### config.mk
export PLATFORM = sky130hd
export DESIGN_NAME = multi_phase_intersection_flat
export DESIGN_NICKNAME = d
export VERILOG_FILES = /design/src/rtl/multi_phase_intersection_pkg.sv /design/src/rtl/multi_phase_intersection_if.sv /design/src/rtl/multi_phase_intersection_tick_prescaler.sv /design/src/rtl/multi_phase_intersection.sv /design/src/flat_wrapper.sv
export SDC_FILE = /design/constraint.sdc
export NUM_CORES = 1
export LEC_CHECK = 0
export CAP_MARGIN = 15
export CELL_PAD_IN_SITES_DETAIL_PLACEMENT = 1
export CELL_PAD_IN_SITES_GLOBAL_PLACEMENT = 2
export CORE_ASPECT_RATIO = 1.1
export CORE_MARGIN = 10
export CORE_UTILIZATION = 40
export CTS_CLUSTER_SIZE = 20
export DETAILED_ROUTE_END_ITERATION = 12
export GPL_TIMING_DRIVEN = 0
export HOLD_SLACK_MARGIN = 0.06
export PLACE_DENSITY_LB_ADDON = 0.1
export SYNTH_ARGS = -nofsm -noshare
export SYNTH_HDL_FRONTEND = slang
export SYNTH_SLANG_ARGS = --single-unit
### constraint.sdc
create_clock -name clk -period 7.05 [get_ports clk]
set_input_delay 1.41 -clock clk [delete_from_list [all_inputs] [get_ports clk]]
set_output_delay 1.41 -clock clk [all_outputs]
set_load 0.03 [all_outputs]
### src/rtl/multi_phase_intersection_pkg.sv
// Shared types and constants for the N-phase intersection controller.
// Holds the state encoding, lamp masks and default timing values.
package multi_phase_intersection_pkg;

    typedef enum logic [2:0] {
        ALL_RED,
        GREEN,
        YELLOW,
        CLEAR,
        FLASH
    } state_e;

    // Lamp triple ordering is {red, ylw, grn}
    localparam logic [2:0] RED_MSK = 3'b100;
    localparam logic [2:0] YLW_MSK = 3'b010;
    localparam logic [2:0] GRN_MSK = 3'b001;

    localparam int DEF_NUM_PHASES = 4;
    localparam int DEF_PRESCALE   = 4194304;
    localparam int DEF_GRN_TON    = 20;
    localparam int DEF_YLW_TON    = 3;
    localparam int DEF_RED_TON    = 2;
    localparam int DEF_EXT_TON    = 10;

    function automatic int max3(input int a, input int b, input int c);
        int m;
        m = (a > b) ? a : b;
        return (m > c) ? m : c;
    endfunction

endpackage

### src/rtl/multi_phase_intersection_if.sv
// Control and lamp bundle between the board top and the intersection controller.
interface multi_phase_intersection_if
    import multi_phase_intersection_pkg::*;
#(
    parameter int NUM_PHASES = DEF_NUM_PHASES
);
    localparam int PW = (NUM_PHASES > 1) ? $clog2(NUM_PHASES) : 1;

    logic                  flash_en;
    logic [NUM_PHASES-1:0] ped_req;
    logic [NUM_PHASES-1:0] red;
    logic [NUM_PHASES-1:0] ylw;
    logic [NUM_PHASES-1:0] grn;
    logic [NUM_PHASES-1:0] walk;
    logic [PW-1:0]         phase;

    modport master (
        output flash_en, ped_req,
        input  red, ylw, grn, walk, phase
    );

    modport slave (
        input  flash_en, ped_req,
        output red, ylw, grn, walk, phase
    );

endinterface

### src/rtl/multi_phase_intersection_tick_prescaler.sv
// Divides the board clock into a one-clk tick every PRESCALE cycles.
// Reset is asynchronous and active-high despite the port name.
module tick_prescaler
    import multi_phase_intersection_pkg::*;
#(
    parameter int PRESCALE = DEF_PRESCALE
) (
    input  logic clk,
    input  logic reset_n,
    output logic tick
);
    localparam int            CW   = (PRESCALE > 1) ? $clog2(PRESCALE) : 1;
    localparam logic [CW-1:0] LAST = CW'(PRESCALE - 1);

    logic [CW-1:0] r_count;

    always_ff @(posedge clk or posedge reset_n) begin
        if (reset_n) begin
            r_count <= '0;
        end else if (r_count == LAST) begin
            r_count <= '0;
        end else begin
            r_count <= r_count + CW'(1);
        end
    end

    assign tick = (r_count == LAST);

endmodule

### src/rtl/multi_phase_intersection.sv
// Round-robin N-phase traffic controller with per-phase pedestrian extension
// and a flash mode; all lamp outputs are registered.
module multi_phase_intersection
    import multi_phase_intersection_pkg::*;
#(
    parameter int NUM_PHASES = DEF_NUM_PHASES,
    parameter int PRESCALE   = DEF_PRESCALE,
    parameter int GRN_TON    = DEF_GRN_TON,
    parameter int YLW_TON    = DEF_YLW_TON,
    parameter int RED_TON    = DEF_RED_TON,
    parameter int EXT_TON    = DEF_EXT_TON
) (
    input  logic clk,
    input  logic reset_n,
    multi_phase_intersection_if.slave bus
);
    localparam int PW = (NUM_PHASES > 1) ? $clog2(NUM_PHASES) : 1;
    localparam int TW = $clog2(max3(GRN_TON + EXT_TON, YLW_TON, RED_TON) + 1);

    localparam logic [TW-1:0]         T_GRN_END  = TW'(GRN_TON - 1);
    localparam logic [TW-1:0]         T_EXT_END  = TW'(GRN_TON + EXT_TON - 1);
    localparam logic [TW-1:0]         T_YLW_END  = TW'(YLW_TON - 1);
    localparam logic [TW-1:0]         T_RED_END  = TW'(RED_TON - 1);
    localparam logic [PW-1:0]         LAST_PHASE = PW'(NUM_PHASES - 1);
    localparam logic [NUM_PHASES-1:0] ONE        = NUM_PHASES'(1);

    state_e                r_state, w_state_nxt;
    logic [TW-1:0]         r_timer, w_timer_nxt;
    logic [PW-1:0]         r_phase, w_phase_nxt;
    logic [NUM_PHASES-1:0] r_pend, w_pend_nxt, w_pend_clr;
    logic                  r_ext_used, w_ext_used_nxt;
    logic                  r_flash_on, w_flash_on_nxt;
    logic [NUM_PHASES-1:0] r_red, r_ylw, r_grn, r_walk;
    logic [NUM_PHASES-1:0] w_red_nxt, w_ylw_nxt, w_grn_nxt, w_walk_nxt;
    logic [NUM_PHASES-1:0] w_sel, w_sel_nxt;
    logic                  w_tick;

    tick_prescaler #(
        .PRESCALE (PRESCALE)
    ) u_prescaler (
        .clk     (clk),
        .reset_n (reset_n),
        .tick    (w_tick)
    );

    assign w_sel     = ONE << r_phase;
    assign w_sel_nxt = ONE << w_phase_nxt;

    always_ff @(posedge clk or posedge reset_n) begin
        if (reset_n) begin
            r_state    <= ALL_RED;
            r_timer    <= '0;
            r_phase    <= '0;
            r_pend     <= '0;
            r_ext_used <= 1'b0;
            r_flash_on <= 1'b0;
            r_red      <= '1;
            r_ylw      <= '0;
            r_grn      <= '0;
            r_walk     <= '0;
        end else begin
            r_state    <= w_state_nxt;
            r_timer    <= w_timer_nxt;
            r_phase    <= w_phase_nxt;
            r_pend     <= w_pend_nxt;
            r_ext_used <= w_ext_used_nxt;
            r_flash_on <= w_flash_on_nxt;
            r_red      <= w_red_nxt;
            r_ylw      <= w_ylw_nxt;
            r_grn      <= w_grn_nxt;
            r_walk     <= w_walk_nxt;
        end
    end

    // A nonzero walk register marks that the served phase is in its extension
    always_comb begin
        w_state_nxt    = r_state;
        w_timer_nxt    = r_timer;
        w_phase_nxt    = r_phase;
        w_ext_used_nxt = r_ext_used;
        w_flash_on_nxt = r_flash_on;
        w_walk_nxt     = r_walk;
        w_pend_clr     = '0;
        if (w_tick) begin
            w_timer_nxt = r_timer + TW'(1);
            if (bus.flash_en) begin
                w_timer_nxt = '0;
                w_walk_nxt  = '0;
                if (r_state == FLASH) begin
                    w_flash_on_nxt = ~r_flash_on;
                end else begin
                    w_state_nxt    = FLASH;
                    w_flash_on_nxt = 1'b1;
                end
            end else begin
                unique case (r_state)
                    ALL_RED: begin
                        if (r_timer == T_RED_END) begin
                            w_state_nxt = GREEN;
                            w_timer_nxt = '0;
                            w_phase_nxt = '0;
                        end
                    end
                    GREEN: begin
                        if (|r_walk) begin
                            if (r_timer == T_EXT_END) begin
                                w_state_nxt = YELLOW;
                                w_timer_nxt = '0;
                                w_walk_nxt  = '0;
                            end
                        end else if (r_timer == T_GRN_END) begin
                            if ((|(r_pend & w_sel)) && !r_ext_used) begin
                                w_ext_used_nxt = 1'b1;
                                w_pend_clr     = w_sel;
                                w_walk_nxt     = w_sel;
                            end else begin
                                w_state_nxt = YELLOW;
                                w_timer_nxt = '0;
                            end
                        end
                    end
                    YELLOW: begin
                        if (r_timer == T_YLW_END) begin
                            w_state_nxt = CLEAR;
                            w_timer_nxt = '0;
                        end
                    end
                    CLEAR: begin
                        if (r_timer == T_RED_END) begin
                            w_state_nxt    = GREEN;
                            w_timer_nxt    = '0;
                            w_ext_used_nxt = 1'b0;
                            w_phase_nxt    = (r_phase == LAST_PHASE) ? '0 : r_phase + PW'(1);
                        end
                    end
                    FLASH: begin
                        w_state_nxt    = ALL_RED;
                        w_timer_nxt    = '0;
                        w_phase_nxt    = '0;
                        w_ext_used_nxt = 1'b0;
                        w_flash_on_nxt = 1'b0;
                    end
                    default: begin
                        w_state_nxt = ALL_RED;
                        w_timer_nxt = '0;
                    end
                endcase
            end
        end
    end

    // New requests win over a same-edge clear so none are lost
    assign w_pend_nxt = (r_pend & ~w_pend_clr) | bus.ped_req;

    always_comb begin
        w_red_nxt = '1;
        w_ylw_nxt = '0;
        w_grn_nxt = '0;
        unique case (w_state_nxt)
            GREEN: begin
                w_grn_nxt = w_sel_nxt;
                w_red_nxt = ~w_sel_nxt;
            end
            YELLOW: begin
                w_ylw_nxt = w_sel_nxt;
                w_red_nxt = ~w_sel_nxt;
            end
            FLASH: begin
                w_ylw_nxt = w_flash_on_nxt ? ONE  : '0;
                w_red_nxt = w_flash_on_nxt ? ~ONE : '0;
            end
            default: begin
                w_red_nxt = '1;
            end
        endcase
    end

    assign bus.red   = r_red;
    assign bus.ylw   = r_ylw;
    assign bus.grn   = r_grn;
    assign bus.walk  = r_walk;
    assign bus.phase = r_phase;

endmodule

### src/flat_wrapper.sv
// flat-port wrapper written by rule: the top's interface ports become plain ports
module multi_phase_intersection_flat import multi_phase_intersection_pkg::*;
#(
    parameter int NUM_PHASES = DEF_NUM_PHASES,
    parameter int PRESCALE   = DEF_PRESCALE,
    parameter int GRN_TON    = DEF_GRN_TON,
    parameter int YLW_TON    = DEF_YLW_TON,
    parameter int RED_TON    = DEF_RED_TON,
    parameter int EXT_TON    = DEF_EXT_TON
)
  (clk, reset_n, bus_flash_en, bus_ped_req, bus_red, bus_ylw, bus_grn, bus_walk, bus_phase);
  multi_phase_intersection_if #(.NUM_PHASES(NUM_PHASES)) bus_i ();
  input  logic clk;
  input  logic reset_n;
  input wire logic [$bits(bus_i.flash_en)-1:0] bus_flash_en;
  input wire logic [$bits(bus_i.ped_req)-1:0] bus_ped_req;
  output wire logic [$bits(bus_i.red)-1:0] bus_red;
  output wire logic [$bits(bus_i.ylw)-1:0] bus_ylw;
  output wire logic [$bits(bus_i.grn)-1:0] bus_grn;
  output wire logic [$bits(bus_i.walk)-1:0] bus_walk;
  output wire logic [$bits(bus_i.phase)-1:0] bus_phase;
  assign bus_i.flash_en = bus_flash_en;
  assign bus_i.ped_req = bus_ped_req;
  assign bus_red = bus_i.red;
  assign bus_ylw = bus_i.ylw;
  assign bus_grn = bus_i.grn;
  assign bus_walk = bus_i.walk;
  assign bus_phase = bus_i.phase;
  multi_phase_intersection #(.NUM_PHASES(NUM_PHASES), .PRESCALE(PRESCALE), .GRN_TON(GRN_TON), .YLW_TON(YLW_TON), .RED_TON(RED_TON), .EXT_TON(EXT_TON)) u_core (.clk(clk), .reset_n(reset_n), .bus(bus_i));
endmodule
* Yosys cells after proc, flatten, opt, wreduce, memory -nomap -nowiden
Index checks and enable logic that the tools add are counted.
Widths: inputs -> output; s select.
** Storage, ports and cells
- Bits of input ports :: 7
- Register bits after elaboration :: 54
- Output and inout port bits :: 18
- Word-level logic and storage cells :: 105
** Operators by class
- Multiplexer cells :: 51
- $add $sub $neg :: 3
- Shifts and indexed selects :: 2
- Bitwise gates (word level) :: 7
- Eq/ne operators :: 18
- Reductions and logical operators :: 13
** Operators by type and width (number)
- $mux 4 :: 14
- $mux 5 :: 7
- $mux 3 :: 9
- $add 22x1->22 const B :: 1
- $eq 22x22->1 const B :: 1
- $mux 22 :: 1
- $pmux 4 s2 :: 2
- $pmux 5 s3 :: 1
- $eq 5x5->1 const B :: 2
- $mux 2 :: 5
- $eq 3x2->1 const B :: 3
- $mux 1 :: 9
- $pmux 3 s3 :: 1
- $reduce_bool 3->1 :: 3
- $and 4x4->4 :: 2
- $not 4->4 :: 2
- $reduce_or 4->1 :: 2
- $shl 1x2->4 const A :: 2
- $reduce_and 7->1 :: 1
- $eq 3x1->1 const B :: 2
- $eq 3x3->1 const B :: 2
- $ne 2x1->1 const B :: 3
- $pmux 2 s3 :: 1
- $add 5x1->5 const B :: 1
- 15 further kinds :: 17

* Logic depth before layout (Yosys ltp)
Gate-level depths: netlist of the first run.
- Depth after elaboration :: 13
- Depth in mapped cells :: 10
- Gate-level depth less buffers :: 9

* Modules after synthesis
From an unflattened synthesis of the first run, not the netlist that was laid out.
** Unflattened totals
- Cells, all modules :: 269
- Area, all modules :: 2783.9 um^2
** By module, submodules not included
- multi_phase_intersection :: cells each 168, times used 1, area each 1702.9 um^2, seq. area each 805.8 um^2
- tick_prescaler :: cells each 101, times used 1, area each 1081.0 um^2, seq. area each 550.5 um^2

* Worst setup path after synthesis of the first run
OpenSTA, ideal clock, no wires.
- Path type :: input-to-reg
- From :: in bus_flash_en
- To :: reg u_core.r_red[0] (netlist: u_core.bus.red[0])
- Data arrival time :: 2.533 ns
- Setup slack :: 4.428 ns
- Cell stages on the path :: 7
- Buffers on the path :: 0
- Required time :: 6.961 ns
- Setup time :: 0.089 ns
- Path through :: nand3b_1 -> nor3_1 -> and4_1 -> a21o_1 -> or3_4 -> nor2_2 -> a211oi_1
** On the way
- Cells in the longest elaborated chain, start to end :: 5
- Elaborated cells between the ends (all ways) :: 11
- Those cells by class :: 3 x eq/ne; 1 x shift; 5 x mux; 1 x bitwise; 1 x reduce/logical
** Ends and longest elaborated chain
- start: declaration :: RTL line flat_wrapper.sv:15 : input wire logic [$bits(bus_i.flash_en)-1:0] bus_flash_en;
- $mux 2 :: RTL line multi_phase_intersection.sv:86 : if (bus.flash_en) begin
- $mux 2 :: RTL line multi_phase_intersection.sv:84 : if (w_tick) begin
- via u_core.w_phase_nxt[1] :: RTL line multi_phase_intersection.sv:29 : logic [PW-1:0] r_phase, w_phase_nxt;
- $shl 1x2->4 :: RTL line multi_phase_intersection.sv:47 : assign w_sel_nxt = ONE << w_phase_nxt;
- $not 4->4 :: RTL line multi_phase_intersection.sv:162, multi_phase_intersection.sv:166
- $pmux 4 s2 :: RTL line multi_phase_intersection.sv:159 : unique case (w_state_nxt)
- via u_core.w_red_nxt[0] :: RTL line multi_phase_intersection.sv:34 : logic [NUM_PHASES-1:0] w_red_nxt, w_ylw_nxt, w_grn_nxt, w_walk_nxt;
- end signal: assignment :: RTL line multi_phase_intersection.sv:68 : r_red <= w_red_nxt;
- end: declaration :: RTL line multi_phase_intersection.sv:33 : logic [NUM_PHASES-1:0] r_red, r_ylw, r_grn, r_walk;
The timed path passes the listed nets, and every way through them passes these cells.
A chain may end at the register's enable or synchronous reset.

* Worst setup path after layout of the first run
Same ends and word-level chain as after synthesis.

==> results.md, run 1 <==
- Outcome: finished clean
- Hold EP: u_core.r_pend[3]
- Ports: 25
- Dpl hpwl: 4.84 mm
- WS Path Type: primary input to flip-flop
- R2R Path End: u_core.bus.red[2]
- Die width: 99.8 µm
- Startpoint types: primary input
- Total design power: ~0.52 mW
- FF-to-FF Start: u_core.u_prescaler.r_count[0]
- DRC viols: 0
- Minimum clock period after layout: 3290 ps
- FMAX: 304 MHz
- Grt ovf: 0
- WL/cell: 16.3 µm
- Worst skew pair latency: roughly 310 ps
- Post-Syn Nets: 292
- Critical Path End Type: flip-flop
- Synth Flop Type: dfrtp_1
- DRT iter0 DRCs: a little over 50
- Fin crit share: 0.466
- Max IR drop VDD: 0.0833 mV
- Overall routed net length: 6.37 mm
- Netlist cell types: 55
- Area growth, synth to finish: 16.7%
- Final ANT Viol Nets: 0
- Via-per-instance ratio: 5.35
- Die Ht: about 110 µm
- P_leak: 1.45 nW
- Synthesized area: approximately 0.0028 mm²
- Min-delay src: u_core.r_pend[3]
- Hold Path Stages: 1
- Antenna fix cells: 0
- Worst Hold Class: flip-flop to flip-flop
- Tightest Pin Transition: 901 ps
- Clk sinks: 54
- Root buffer cell: clkbuf_8
- Worst EP arrival: 3500 ps
- Layout cells sized above 1: 0.129
- CTS Buffer Depth: 2
- Reg clk slew, reported paths: 90 ps
- Post-CTS Resized: 0
- Core area: 0.00671 mm²
- Final Setup Violations: 0
- Rows: 31
- Input/output buffers: 24
- Full die area: 0.0108 mm²
- Max-cap violations: 0
- PwrDens: 158 mW/mm²
- Max-slew violations: 0
- Sequential area share after synthesis: 0.484
- Syn Area/Cell: 10.1 µm²
- Worst Clk Skew: 12.0 ps
- R2r setup slk: ~4400 ps
- TritonRoute pass-1 iters: 4
- Fraction of registers with async set/reset: 1.00
- Hold bufs inserted after CTS: 0
- RSZ-0062 raised after global routing: no
- Initial Util: 0.417
- Syn. warnings: 0
- H-tree depth: 2
- CTS tree: done
- Crit-path max FO: 7
- Final nets: between 300 and 400
- Setup TNS: 0 ps
- Worst Reg-to-Reg Cells: 10
- Placer Congestion: 0.714
- Mapped Cells: 277
- Utilization after layout: 0.487
- Post-CTS Setup Bufs: 0
- Slew margin rel.: 0.394
- #FFs+latches synth: 54
- Final Hold Viols: 0
- Worst endpoint required time: 7270 ps
- Largest net degree at the start of global routing: 36
- Overall Global Routing Usage: 0.128
- Post-synth EDFFs: 0
- Vias in the first global route: ~2,300
- First-pass GRT wire length: about 11 mm
- CTS Buf Count: 5
- Initial antenna violation count: 0
- Vias: between 2,000 and 2,500
-- area by class of cell --
type	count	area (µm²)
clock inverter	1	8.76
fill	776	3440
multi-input combinational	202	1360
sequential	54	1360
timing repair buffer	25	260
buffer	6	32.5
tap	82	103
inverter	15	56.3
clock buffer	7	96.3
-- layout by cell type, fill, tap and decap left out, types with 5 or more instances in the layout --
master | synthesis | final
o21ai_0 | 12 | 12
a21o_1 | 7 | 7
nor3_1 | 7 | 7
nand4_1 | 5 | 5
nand2b_1 | 6 | 6
xor2_1 | 12 | 12
nor2_1 | 25 | 25
o31ai_1 | 5 | 5
clkdlybuf4s50_1 | 0 | 24
a31oi_1 | 5 | 5
nand2_1 | 31 | 31
clkbuf_8 | 0 | 7
nand3_1 | 9 | 9
inv_1 | 15 | 14
ha_1 | 8 | 8
dfrtp_1 | 50 | 50
xnor2_1 | 8 | 8
-- synthesized netlist by cell type, types with 3 or more instances --
master | n | share of area
xnor2_1 | 8 | 0.025
inv_1 | 15 | 0.020
a21oi_1 | 4 | 0.0071
a22o_1 | 3 | 0.0094
nor2_1 | 25 | 0.033
xor2_1 | 12 | 0.038
and4_1 | 3 | 0.0094
nor3_1 | 7 | 0.013
and3_1 | 4 | 0.0089
ha_1 | 8 | 0.036
nand2b_1 | 6 | 0.013
o21ai_0 | 12 | 0.021
a31oi_1 | 5 | 0.011
nand3_1 | 9 | 0.016
nand4_1 | 5 | 0.011
o31ai_1 | 5 | 0.013
nand2_1 | 31 | 0.042
clkbuf_1 | 3 | 0.0040
dfrtp_1 | 50 | 0.45
dfstp_2 | 4 | 0.038
or2_2 | 4 | 0.0089
nor2b_1 | 3 | 0.0067
a21o_1 | 7 | 0.019
-- cells by family after synthesis --
kind of cell	Yosys count	synth area share
flops	54	0.484
simple gates	119	0.243
mux	2	0.00715
compound gates	53	0.136
fa+ha+maj	8	0.0357
buf+inv	21	0.0317
xor+xnor	20	0.0625
-- metrics by stage --
stage | instance area (µm²) | hold WS, ps | setup slack [ps] | std cells
floorplan | 2800 | 448 | 4330 | 277
global placement | 3140 | 464 | 3220 | 383
detailed placement | 3160 | 472 | 3430 | 384
CTS | 3270 | 494 | 3760 | 392
global route | 3270 | 521 | 3580 | 392
finish | 3270 | 484 | 3760 | 392
-- per-layer routing --
layer,vias to the layer above,share of wire,GRT usage
met1,1049,0.45,0.158
met4,0,0.011,0.0369
li1,1029,-,-
met3,6,0.026,0.0257
met5,-,0,0
met2,13,0.51,0.218
-- how the worst max path moves through the flow --
stage                       from                 to  slack (ps)
global placement         reset_n  u_core.bus.ylw[0]        3220
global route        bus_flash_en  u_core.bus.red[0]        3580
finish              bus_flash_en  u_core.bus.red[0]        3760
CTS                 bus_flash_en  u_core.bus.red[0]        3760
floorplan                reset_n  u_core.bus.grn[0]        4330
detailed placement  bus_flash_en  u_core.bus.red[0]        3430
-- worst max-delay path, cell delays in order --
cell and delay [ps]:
clkdlybuf4s50_1 560, nand3b_1 230, nor3_1 290, and4_1 250, a21o_1 250, or3_4 210, nor2_2 40, a211oi_1 260
-- state kept, by name (all words and copies together), names as in the netlist --
name and cells:
u_core.u_prescaler.r_count 22, u_core.r_state 3, u_core.r_timer 5, u_core.bus.red 4
u_core.bus.grn 4, u_core.bus.ylw 4, u_core.r_pend 4, u_core.bus.walk 4
u_core.r_flash_on 1, u_core.bus.phase 2, u_core.r_ext_used 1
-- power breakdown --
group | switching [mW] | internal, mW
clock network | 0.102 | 0.0903
registers | 0.000241 | 0.310
logic | 0.00791 | 0.00462
total | 0.110 | 0.405
Note: power is estimated with default switching activity, not from simulation.
==> run 2, diff against run 1 <==
- CORE_UTILIZATION: 40 -> 37
- clock period: 7.05 -> 3.3 ns (I/O delays scaled with it)
==> results.md, run 2 (synthesis results as in run 1) <==
- Outcome: finished clean
- Total design power: 1.05 mW
- Hold EP: u_core.r_pend[1]
- Overall routed net length: 6.24 mm
- CTS tree: done
- PwrDens: around 320 mW/mm²
- Core area: ~0.0074 mm²
- Largest register by flop count: u_core.u_prescaler.r_count
- Min-delay src: u_core.r_pend[1]
- Final Setup Violations: 0
- RSZ-0062 raised after global routing: no
- Max FFs per register: 22
- Critical Path End Type: flip-flop
- H-tree depth: 2
- Area growth, synth to finish: 16.2%
- Setup TNS: 0 ps
- Worst EP arrival: around 2800 ps
- Final ANT Viol Nets: 0
- Tightest Pin Transition: 924 ps
- DRT iter0 DRCs: 53
- FMAX: 384 MHz
- Largest net degree at the start of global routing: 35
- CTS Buffer Depth: 2
- Via-per-instance ratio: 5.16
- Minimum clock period after layout: 2600 ps
- Antenna fix cells: 0
- Placed cell count: between 300 and 400
- Final Hold Viols: 0
- Post-CTS Setup Bufs: 0
- R2R Path End: u_core.bus.red[2]
- P_leak: 1.44 nW
- Worst setup margin: around 700 ps
- Startpoint types: flip-flop
- Overall Global Routing Usage: 0.118
- Reg clk slew, reported paths: 90 ps
- Placer Congestion: 0.755
- TritonRoute pass-1 iters: 4
- FF-to-FF Start: u_core.u_prescaler.r_count[0]
- Vias in the first global route: 2,266
- Hold bufs inserted after CTS: 0
- Worst Clk Skew: around 9.5 ps
- Initial Util: 0.377
- Crit-path max FO: 10
- Max-cap violations: 0
- Input/output buffers: 24
- Die width: 103 µm
- Worst Hold Class: flip-flop to flip-flop
- Setup WS pre-CTS: 508 ps
- DRC viols: 0
- Slew margin rel.: 0.378
- Rows: 33
- Layout cells sized above 1: 0.123
- Clk sinks: 54
- Full die area: 0.0115 mm²
- Hold Slack: 482 ps
- Grt ovf: 0
- Vias: approximately 2,000
- WL/cell: 15.7 µm
- Worst endpoint required time: 3510 ps
- Die Ht: 111 µm
- Hold Path Stages: 1
- Final nets: 324
- Worst skew pair latency: 300 ps
- Non-Filler Instances: 397
- Largest registers: u_core.u_prescaler.r_count x22, u_core.r_timer x5
- Max IR drop VDD: 0.159 mV
- WS Path Type: flip-flop to flip-flop
- R2r setup slk: 700 ps
- Max-slew violations: 0
- Initial antenna violation count: 0
- Commonest non-fill, non-tap cell in the layout: dfrtp_1
- Dpl hpwl: 4.82 mm
- Post-CTS Resized: 0
- Worst Reg-to-Reg Cells: 10
- Fin crit share: 0.788
- First-pass GRT wire length: 11.1 mm
- Ports: 25
- Most frequent cells in the layout: dfrtp_1 (50), nand2_1 (31), nor2_1 (25)
- CTS Buf Count: 5
- Root buffer cell: clkbuf_8
run 2: worst max path at each step:
| stage | from | depth (start not counted) | slack (ps) | endpoint |
|---|---|---|---|---|
| 2_1_floorplan | u_core.r_timer[1] | 9 | 1040 | u_core.bus.red[0] |
| 3_3_place_gp | reset_n | 2 | 220 | u_core.bus.ylw[0] |
| 3_5_place_dp | bus_flash_en | 8 | 510 | u_core.bus.red[0] |
| 4_1_cts | u_core.u_prescaler.r_count[0] | 10 | 610 | u_core.bus.red[2] |
| 5_1_grt | u_core.u_prescaler.r_count[0] | 10 | 450 | u_core.bus.red[2] |
| 6_report | u_core.u_prescaler.r_count[0] | 10 | 700 | u_core.bus.red[2] |
run 2: area by class of cell:
type / instances / area, µm²
fill: 853 / 4180
sequential: 54 / 1360
multi-input combinational: 202 / 1360
timing repair buffer: 25 / 260
tap: 87 / 109
clock buffer: 7 / 76.3
inverter: 15 / 56.3
buffer: 6 / 32.5
clock inverter: 1 / 7.51
run 2: per-stage QoR:
step,instance area [µm²],util
6_report,3250,0.438
5_1_grt,3250,0.438
4_1_cts,3250,0.438
3_5_place_dp,3170,0.427
3_3_place_gp,3150,0.424
2_1_floorplan,2800,-
run 2: report_power, final:
group	internal (mW)	total (mW)	switching, mW	leakage (nW)
sequential	0.662	0.663	0.000508	0.681
clock	0.151	0.361	0.210	0.0385
combinational	0.00988	0.0266	0.0167	0.717
total	0.823	1.05	0.227	1.44
run 2: worst max-delay path: stages (launching register included):
cell,delay (ps)
dfrtp_1,400
ha_1,210
nand3_2,150
nor4_4,490
buf_6,220
nand2_1,80
buf_2,210
a31o_2,260
a221oi_1,220
mux2i_1,160
o31ai_1,110
run 2: metal layers:
| layer | track usage | wire (µm) |
|---|---|---|
| met3 | 0.0281 | 159 |
| met5 | 0 | 0 |
| met1 | 0.146 | 2830 |
| met4 | 0.0269 | 50 |
| met2 | 0.197 | 3200 |
